<file path="src/rtl/mdu_pkg.sv">
// Shared definitions for the iterative multiply/divide unit:
// operation encodings and FSM state type.
package mdu_pkg;

  localparam logic [1:0] OP_MULLO = 2'b00;
  localparam logic [1:0] OP_MULHI = 2'b01;
  localparam logic [1:0] OP_DIVU  = 2'b10;
  localparam logic [1:0] OP_REMU  = 2'b11;

  typedef enum logic [1:0] {
    IDLE = 2'b00,
    CALC = 2'b01,
    DONE = 2'b10
  } state_t;

endpackage

</file>
<file path="src/rtl/mdu_step.sv">
// One iteration of the shared datapath: right-shifting shift-add for multiply,
// left-shifting restoring trial subtract for divide. {hi,lo} is the working pair.
module mdu_step #(
  parameter int n = 32
) (
  input  logic         is_div_i,
  input  logic [n-1:0] hi_i,
  input  logic [n-1:0] lo_i,
  input  logic [n-1:0] opnd_i,
  output logic [n-1:0] hi_o,
  output logic [n-1:0] lo_o
);

  logic [n:0] sum_s;
  logic [n:0] shifted_s;
  logic [n:0] diff_s;

  // single iteration: MUL adds the multiplicand when the current multiplier bit is set
  // then shifts right; DIV shifts the next dividend bit into the remainder and subtracts if it fits
  always_comb begin
    hi_o      = hi_i;
    lo_o      = lo_i;
    sum_s     = {(n+1){1'b0}};
    shifted_s = {(n+1){1'b0}};
    diff_s    = {(n+1){1'b0}};
    if (is_div_i) begin
      shifted_s = {hi_i, lo_i[n-1]};
      diff_s    = shifted_s - {1'b0, opnd_i};
      // a zero divisor always "fits", giving all-ones quotient and remainder = dividend
      if (shifted_s >= {1'b0, opnd_i}) begin
        hi_o = diff_s[n-1:0];
        lo_o = {lo_i[n-2:0], 1'b1};
      end else begin
        hi_o = shifted_s[n-1:0];
        lo_o = {lo_i[n-2:0], 1'b0};
      end
    end else begin
      sum_s        = {1'b0, hi_i} + (lo_i[0] ? {1'b0, opnd_i} : {(n+1){1'b0}});
      {hi_o, lo_o} = {sum_s, lo_i[n-1:1]};
    end
  end

endmodule

</file>
<file path="src/rtl/mul_div_unit.sv">
// Iterative unsigned multiply/divide unit: start/busy/done handshake, n iterations
// per operation, result and destination index presented to the register file write port.
module mul_div_unit
  import mdu_pkg::*;
#(
  parameter int n = 32,
  parameter int r = 7
) (
  input  logic         clk,
  input  logic         reset,
  input  logic         start,
  input  logic [1:0]   op,
  input  logic [n-1:0] srcA,
  input  logic [n-1:0] srcB,
  input  logic [r-1:0] destReg,
  output logic         busy,
  output logic         done,
  output logic [n-1:0] result,
  output logic [r-1:0] resultReg,
  output logic         regWrite
);

  localparam int CW = (n > 1) ? $clog2(n) : 1;
  localparam logic [CW-1:0] LAST = CW'(n - 1);

  state_t         state_q, state_d;
  logic [CW-1:0]  count_q, count_d;
  logic [1:0]     op_q, op_d;
  logic [n-1:0]   opnd_q, opnd_d;
  logic [n-1:0]   hi_q, hi_d;
  logic [n-1:0]   lo_q, lo_d;
  logic [r-1:0]   dest_q, dest_d;
  logic [n-1:0]   result_q, result_d;
  logic [r-1:0]   result_reg_q, result_reg_d;
  logic           busy_q, busy_d;
  logic           done_q, done_d;
  logic           accept_s;
  logic [n-1:0]   step_hi_s;
  logic [n-1:0]   step_lo_s;

  function automatic logic [n-1:0] pick_result(input logic [1:0] sel,
                                               input logic [n-1:0] hi,
                                               input logic [n-1:0] lo);
    logic [n-1:0] res;
    case (sel)
      OP_MULLO: res = lo;
      OP_MULHI: res = hi;
      OP_DIVU:  res = lo;
      OP_REMU:  res = hi;
      default:  res = {n{1'b0}};
    endcase
    return res;
  endfunction

  mdu_step #(.n(n)) u_step (
    .is_div_i (op_q[1]),
    .hi_i     (hi_q),
    .lo_i     (lo_q),
    .opnd_i   (opnd_q),
    .hi_o     (step_hi_s),
    .lo_o     (step_lo_s)
  );

  // next-state, iteration and output-capture logic
  always_comb begin
    state_d      = state_q;
    count_d      = count_q;
    op_d         = op_q;
    opnd_d       = opnd_q;
    hi_d         = hi_q;
    lo_d         = lo_q;
    dest_d       = dest_q;
    result_d     = result_q;
    result_reg_d = result_reg_q;
    accept_s     = 1'b0;

    case (state_q)
      IDLE: begin
        if (start) begin
          accept_s = 1'b1;
        end else begin
          state_d = IDLE;
        end
      end
      CALC: begin
        hi_d    = step_hi_s;
        lo_d    = step_lo_s;
        count_d = count_q + CW'(1);
        if (count_q == LAST) begin
          state_d      = DONE;
          result_d     = pick_result(op_q, step_hi_s, step_lo_s);
          result_reg_d = dest_q;
        end else begin
          state_d = CALC;
        end
      end
      DONE: begin
        if (start) begin
          accept_s = 1'b1;
        end else begin
          state_d = IDLE;
        end
      end
      default: begin
        state_d = IDLE;
      end
    endcase

    // multiply keeps the multiplicand as addend and shifts the multiplier through lo;
    // divide shifts the dividend out of lo and subtracts the divisor
    if (accept_s) begin
      state_d = CALC;
      op_d    = op;
      dest_d  = destReg;
      count_d = {CW{1'b0}};
      hi_d    = {n{1'b0}};
      if (op[1]) begin
        opnd_d = srcB;
        lo_d   = srcA;
      end else begin
        opnd_d = srcA;
        lo_d   = srcB;
      end
    end else begin
      op_d = op_q;
    end

    busy_d = (state_d == CALC);
    done_d = (state_d == DONE);
  end

  // state and datapath registers with synchronous reset
  always_ff @(posedge clk) begin
    if (reset) begin
      state_q      <= IDLE;
      count_q      <= {CW{1'b0}};
      op_q         <= 2'b00;
      opnd_q       <= {n{1'b0}};
      hi_q         <= {n{1'b0}};
      lo_q         <= {n{1'b0}};
      dest_q       <= {r{1'b0}};
      result_q     <= {n{1'b0}};
      result_reg_q <= {r{1'b0}};
      busy_q       <= 1'b0;
      done_q       <= 1'b0;
    end else begin
      state_q      <= state_d;
      count_q      <= count_d;
      op_q         <= op_d;
      opnd_q       <= opnd_d;
      hi_q         <= hi_d;
      lo_q         <= lo_d;
      dest_q       <= dest_d;
      result_q     <= result_d;
      result_reg_q <= result_reg_d;
      busy_q       <= busy_d;
      done_q       <= done_d;
    end
  end

  assign busy      = busy_q;
  assign done      = done_q;
  assign regWrite  = done_q;
  assign result    = result_q;
  assign resultReg = result_reg_q;

endmodule

</file>
<file path="config.mk">
export PLATFORM = sky130hd
export DESIGN_NAME = mul_div_unit
export DESIGN_NICKNAME = d
export VERILOG_FILES = /design/src/rtl/mdu_pkg.sv /design/src/rtl/mdu_step.sv /design/src/rtl/mul_div_unit.sv
export SDC_FILE = /design/constraint.sdc
export NUM_CORES = 1
export LEC_CHECK = 0
export CAP_MARGIN = 20
export CORE_MARGIN = 3
export CORE_UTILIZATION = 35
export DETAILED_ROUTE_END_ITERATION = 10
export SYNTH_ARGS = -nofsm -noshare
export SYNTH_HDL_FRONTEND = slang
export SYNTH_SLANG_ARGS = --single-unit
export TNS_END_PERCENT = 20
</file>
<file path="constraint.sdc">
create_clock -name clk -period 3.3 [get_ports clk]
set_input_delay 0.66 -clock clk [delete_from_list [all_inputs] [get_ports clk]]
set_output_delay 0.66 -clock clk [all_outputs]
set_load 0.02 [all_outputs]
</file>
==> flow_summary.ini, run 1 <==
[run_status]
status = finished, final reports clean

[route]
drt-initial-drc-count = 909
routed-via-count = 11420
ant_nets = 0
wl_per_cell_um = 19.17
viasPerCell = 5.500
drc = 0
drt-pass1-iter-count = 5
wl_um = 39820

[placement]
io_buffers = 117
gp_congestion = 0.9139
hpwlAfterDp_um = 29670
place_area_um2 = 13850

[timing]
finalHoldViolCount = 0
fin_crit_sh = 0.9801
timing.final.max_slew_violations = 0
skew_ns = 0.007511
relSlewSlack = 0.3017
setup_viol = 0
tightest_slew_ns = 1.046
fmax_mhz = 309.2
period_minus_slack_ns = 3.234
rsz0062_at_grt = true
fin_hold_ws_ns = 0.4552

[worst_setup_path]
reg2reg_depth = 15
crit_path_start_kind = flip-flop
arrival_ns = 3.56
cp_max_fo = 10
crit_type = flip-flop to flip-flop
worstSetupEndpointType = flip-flop
worstSetupStartpoint = opnd_q[1]
rrSetupSlack_ns = 0.07
r2r_end = result[19]
crit_required_ns = 3.63
r2r-start = opnd_q[1]

[global_routing]
antenna_found_initial = 1
grt_max_degree = 116
overflow = 0
grt_use_total = 0.2276
grt_pass1_vias = 10950
grt_pass1_wl_um = 61210

[floorplan]
start_util = 0.3607
rows = 64
io_pins = 118
core-area_um2 = 31150
dieArea_um2 = 34290
die_x_um = 185.2
fp.dieH_um = 185.2

[power_and_ir_drop]
ir_drop_mv = 0.3824
swShare = 0.3277
power_switching_mw = 1.994
p_leak_nw = 6.278
power_frac_seq = 0.334
p_clk_frac = 0.354
internal-power_mw = 4.092
powerDensity_nw_per_um2 = 409.3
p_comb_frac = 0.312

[synth]
synth_fp_nets = 1599
dominantRegCellSynth = dfxtp_1
syn-cell-area_um2 = 11240
syn-mean-instance-area_um2 = 7.723
yosysWarnings = 0
yosysTopAreaCell = dfxtp_1
async_reset_ff_frac = 0
synth.area.top_cells = dfxtp_1, mux2i_1, ha_1, a21oi_1, nand2_1
post_synth_num_cell_types = 68
synth_common_cells = nand2_1, dfxtp_1, a21oi_1
synth_top_area_frac = 0.2726
syn_inst = 1455
synth-edff-count = 0
yosysMostFrequentCell = nand2_1
ys_seq_elements = 153
synth_seq_area_share = 0.2726

[final_layout]
drive_above_1_share = 0.2046
area_growth_pct = 32.31
final_nets = 1812
fin_area_um2 = 14870
fill_cells = 2974
diodes = 0

[clocking]
cts-root-buf = clkbuf_16
cts_buffers = 17
htreeDepth = 4
cts_tree = done
holdBufCountCts = 0
clock_latency_ns = 0.44
clockBufferDepth = 2
clkTransAtPathRegs_ns = 0.06
clkSinkCount = 153

[hold_path]
hp-class = flip-flop to flip-flop
hold_path_end = dest_q[2]
min-delay-start = dest_q[2]
hold_depth = 2

[run]
drv_cap = 0
## placed cells by master, fill, tap and decap left out, types with 40 or more instances in the layout
| cell type | count |
|---|---|
| nand2_1 | 181 |
| buf_4 | 178 |
| dfxtp_1 | 147 |
| a21oi_1 | 132 |
| nor2_1 | 127 |
| clkdlybuf4s50_1 | 115 |
| mux2i_1 | 83 |
| o21ai_0 | 64 |
| ha_1 | 59 |
| a211oi_1 | 55 |
| inv_1 | 54 |
| and2_1 | 40 |
## per-stage QoR
stage / utilization / TNS, ns / instances / worst slack (ns) / power (mW)
finish: 0.4773 / 0 / 2077 / 0.06571 / 6.086
global route: 0.4773 / -0.1084 / 2077 / -0.02884 / 6.370
CTS: 0.4675 / 0 / 2074 / 0.01103 / 6.033
detailed placement: 0.4448 / -1.584 / 2042 / -0.2034 / 3.859
global placement: 0.4448 / -0.8409 / 2042 / -0.1368 / 3.851
floorplan: - / 0 / 1455 / 0.006294 / 3.107
## kinds of logic after synthesis
kind of cell	share of synthesized area
compound gates	0.2484
mux	0.1185
flops	0.2726
xor+xnor	0.04209
fa+ha+maj	0.07705
buf+inv	0.05734
simple gates	0.1841
## power by group through the flow
stage / logic, mW / clock network (mW) / registers (mW)
after floorplan: 1.07 / 0 / 2.04
after global placement: 1.78 / 0 / 2.07
after detailed placement: 1.79 / 0 / 2.07
after CTS: 1.82 / 2.19 / 2.03
after global routing: 2.06 / 2.26 / 2.05
final: 1.90 / 2.15 / 2.04
## metal layers
layer | part of all wire | global-route usage | up-vias
met5 | 0 | 0 | -
met4 | 0.019 | 0.06273 | 0
met3 | 0.074 | 0.05086 | 50
met2 | 0.43 | 0.3403 | 375
met1 | 0.48 | 0.3289 | 5382
li1 | - | - | 5616
## flip-flops by register name (all words and copies together) (netlist names)
name	flops
done	1
opnd_q	32
resultReg	7
busy	1
count_q	5
lo_q	32
state_q	2
hi_q	32
result	32
op_q	2
dest_q	7
## worst max-delay path by stage
stage / endpoint / slack, ns / cells after the start
after floorplan: result[29] / 0.006 / 15
after global placement: result[7] / -0.14 / 15
after detailed placement: hi_q[30] / -0.20 / 16
after CTS: result[20] / 0.01 / 16
after global routing: result[27] / -0.03 / 16
final: result[19] / 0.07 / 15
## critical path, stage by stage, from the launching register on
cell and delay, ns:
dfxtp_1 0.35, inv_1 0.09, ha_1 0.31, nor2b_1 0.14, o21bai_1 0.15, a21o_1 0.25
a21oi_2 0.11, o211ai_4 0.25, a21oi_4 0.09, or2_4 0.27, buf_12 0.15, buf_4 0.16
mux2_4 0.31, mux2i_4 0.20, a21oi_1 0.10, a31o_1 0.19
## final cells by class
type,count,area [um2],area share
Clock buffer,21,481.7,0.03240
Clock inverter,11,160.2,0.01077
Inverter,54,202.7,0.01363
Multi-Input combinational cell,1143,7880,0.5300
Sequential cell,153,3073,0.2067
Tap cell,396,495.5,0.03332
Timing Repair Buffer,299,2575,0.1732
## what timing repair did
item	CTS	global route
hold endpoints to repair	0	0
buffers inserted	0	4
setup endpoints to repair	21	44
resized for setup	18	72
pin swaps	6	33
No activity file was read; power rests on OpenSTA's default activity.
==> run 2, diff against run 1 <==
- PLACE_DENSITY: not set -> 0.63
==> run 2 against run 1 <==
  * First-iteration DRC count rose by 1.5%
  * Largest cell class unchanged
  * Hold slack barely moved
  * Final cell count fell by 0.19%
  * Count of clock-buffer cells in the layout fell by 3
==> flow_summary.ini, run 2 (synthesis gave the netlist of run 1 again) <==
[worst_setup_path]
critPathBufInv = 4
critPathMaxStageDelay_ns = 0.35
reg2reg_depth = 16
arrival_ns = 3.58
crit_type = flip-flop to flip-flop
worstSetupEndpointType = flip-flop
r2r_end = result[10]
crit_top_cell = buf_4
crit_required_ns = 3.64
r2r-start = opnd_q[1]
cpMaxStageDelayCell = dfxtp_2
crit_path_start_kind = flip-flop
rrSetupSlack_ns = 0.06
cp_max_fo = 7
crit_path_cell_trace = inv_2 > ha_1 > nor2b_2 > o21bai_1 > a21o_1 > a21oi_2 > o211ai_2 > a21oi_4 > or2_4 > buf_12 > buf_4 > mux2i_1 > buf_4 > nor2_1 > o311a_1 > a31o_1
critPathTopFamily = compound AO/OA/AOI/OAI gates

[timing]
relSlewSlack = 0.3292
fmax_mhz = 308.3
fin_hold_ws_ns = 0.4557
finalSetupTns_ns = 0
fin_crit_sh = 0.9830
skew_ns = 0.007665
finalHoldViolCount = 0
period_minus_slack_ns = 3.244
timing.final.max_slew_violations = 0
setup_viol = 0
rsz0062_at_grt = true
tightest_slew_ns = 1.006

[final_layout]
diodes = 0
final_util = 0.4703
layout_commonest_cell = nand2_1
drive_above_1_share = 0.1872
final_nets = 1808
regArea_um2 = 3072
instances_no_fill = 2073
area_growth_pct = 30.36
layout_common_cells = nand2_1, buf_4, dfxtp_1
multi_input_area_um2 = 7729
fill_cells = 3030

[hold_path]
hp-class = flip-flop to flip-flop
hold_path_end = resultReg[2]
hold_depth = 2
min-delay-start = dest_q[2]

[placement]
numPlacedInstances = 2033
gp_congestion = 0.9565
io_buffers = 117
hpwlAfterDp_um = 28670

[run_status]
status = finished, final reports clean

[clocking]
clkTransAtPathRegs_ns = 0.07
clockBufferDepth = 2
cts_buffers = 17
cts-root-buf = clkbuf_16
cts_tree = done
clock_latency_ns = 0.44
holdBufCountCts = 0
clkSinkCount = 153
htreeDepth = 4

[floorplan]
io_pins = 118
fp.dieH_um = 185.2
dieArea_um2 = 34290
core-area_um2 = 31150
start_util = 0.3607
die_x_um = 185.2
rows = 64

[global_routing]
grt_pass1_vias = 10970
grt_pass1_wl_um = 60080
overflow = 0
antenna_found_initial = 0
grt_use_total = 0.2221
grt_max_degree = 116

[route]
wl_per_cell_um = 18.47
drc = 0
wl_um = 38300
viasPerCell = 5.473
routed-via-count = 11350
drt-pass1-iter-count = 5
drt-initial-drc-count = 923
ant_nets = 0

[power_and_ir_drop]
p_leak_nw = 6.208
powerDensity_nw_per_um2 = 403.0
ir_drop_mv = 0.3896

[run]
drv_cap = 0
==> run 2: power breakdown <==
part | internal [mW] | switching (mW)
Combinational | 0.849 | 0.999
Clock | 1.13 | 0.881
Sequential | 1.94 | 0.0978
==> run 2: area by class of cell <==
type                       instances  area share
inverter                          54     0.01384
clock buffer                      18     0.02930
clock inverter                    14     0.01119
tap                              396     0.03382
sequential                       153      0.2097
timing repair buffer             295      0.1746
multi-input combinational       1143      0.5276
==> run 2: how the worst max path moves through the flow <==
stage | endpoint | depth (start not counted) | slack, ns | from
finish | result[10] | 16 | 0.06 | opnd_q[1]
global placement | result[29] | 15 | -0.14 | lo_q[0]
global route | result[29] | 15 | -0.06 | lo_q[0]
floorplan | result[29] | 15 | 0.006 | lo_q[0]
detailed placement | result[29] | 15 | -0.14 | lo_q[0]
CTS | result[28] | 15 | -0.005 | lo_q[0]
==> run 2: per-layer routing <==
| metal | share of wire | GRT usage |
|---|---|---|
| met1 | 0.48 | 0.3273 |
| met3 | 0.074 | 0.03987 |
| met5 | 0 | 0 |
| met2 | 0.43 | 0.3356 |
| met4 | 0.014 | 0.05312 |
==> run 2: through the flow <==
step,power [mW],setup slack (ns),instance area [um2]
after floorplan,3.107,0.006294,11240
after global placement,3.824,-0.1395,13800
after detailed placement,3.830,-0.1424,13800
after CTS,5.851,-0.005452,14420
after global routing,6.171,-0.05610,14650
final,5.904,0.05599,14650
==> run 2: what timing repair did <==
item,4_1_cts,5_1_grt
setup buffers,0,8
gates resized for setup,6,49
pin swaps,1,29
setup endpoints to repair,11,48
==> run 2: tightest hold or removal path, stage by stage (launching register included) <==
cell and delay (ns):
dfxtp_1 0.31, nand2_1 0.05, a21oi_1 0.05
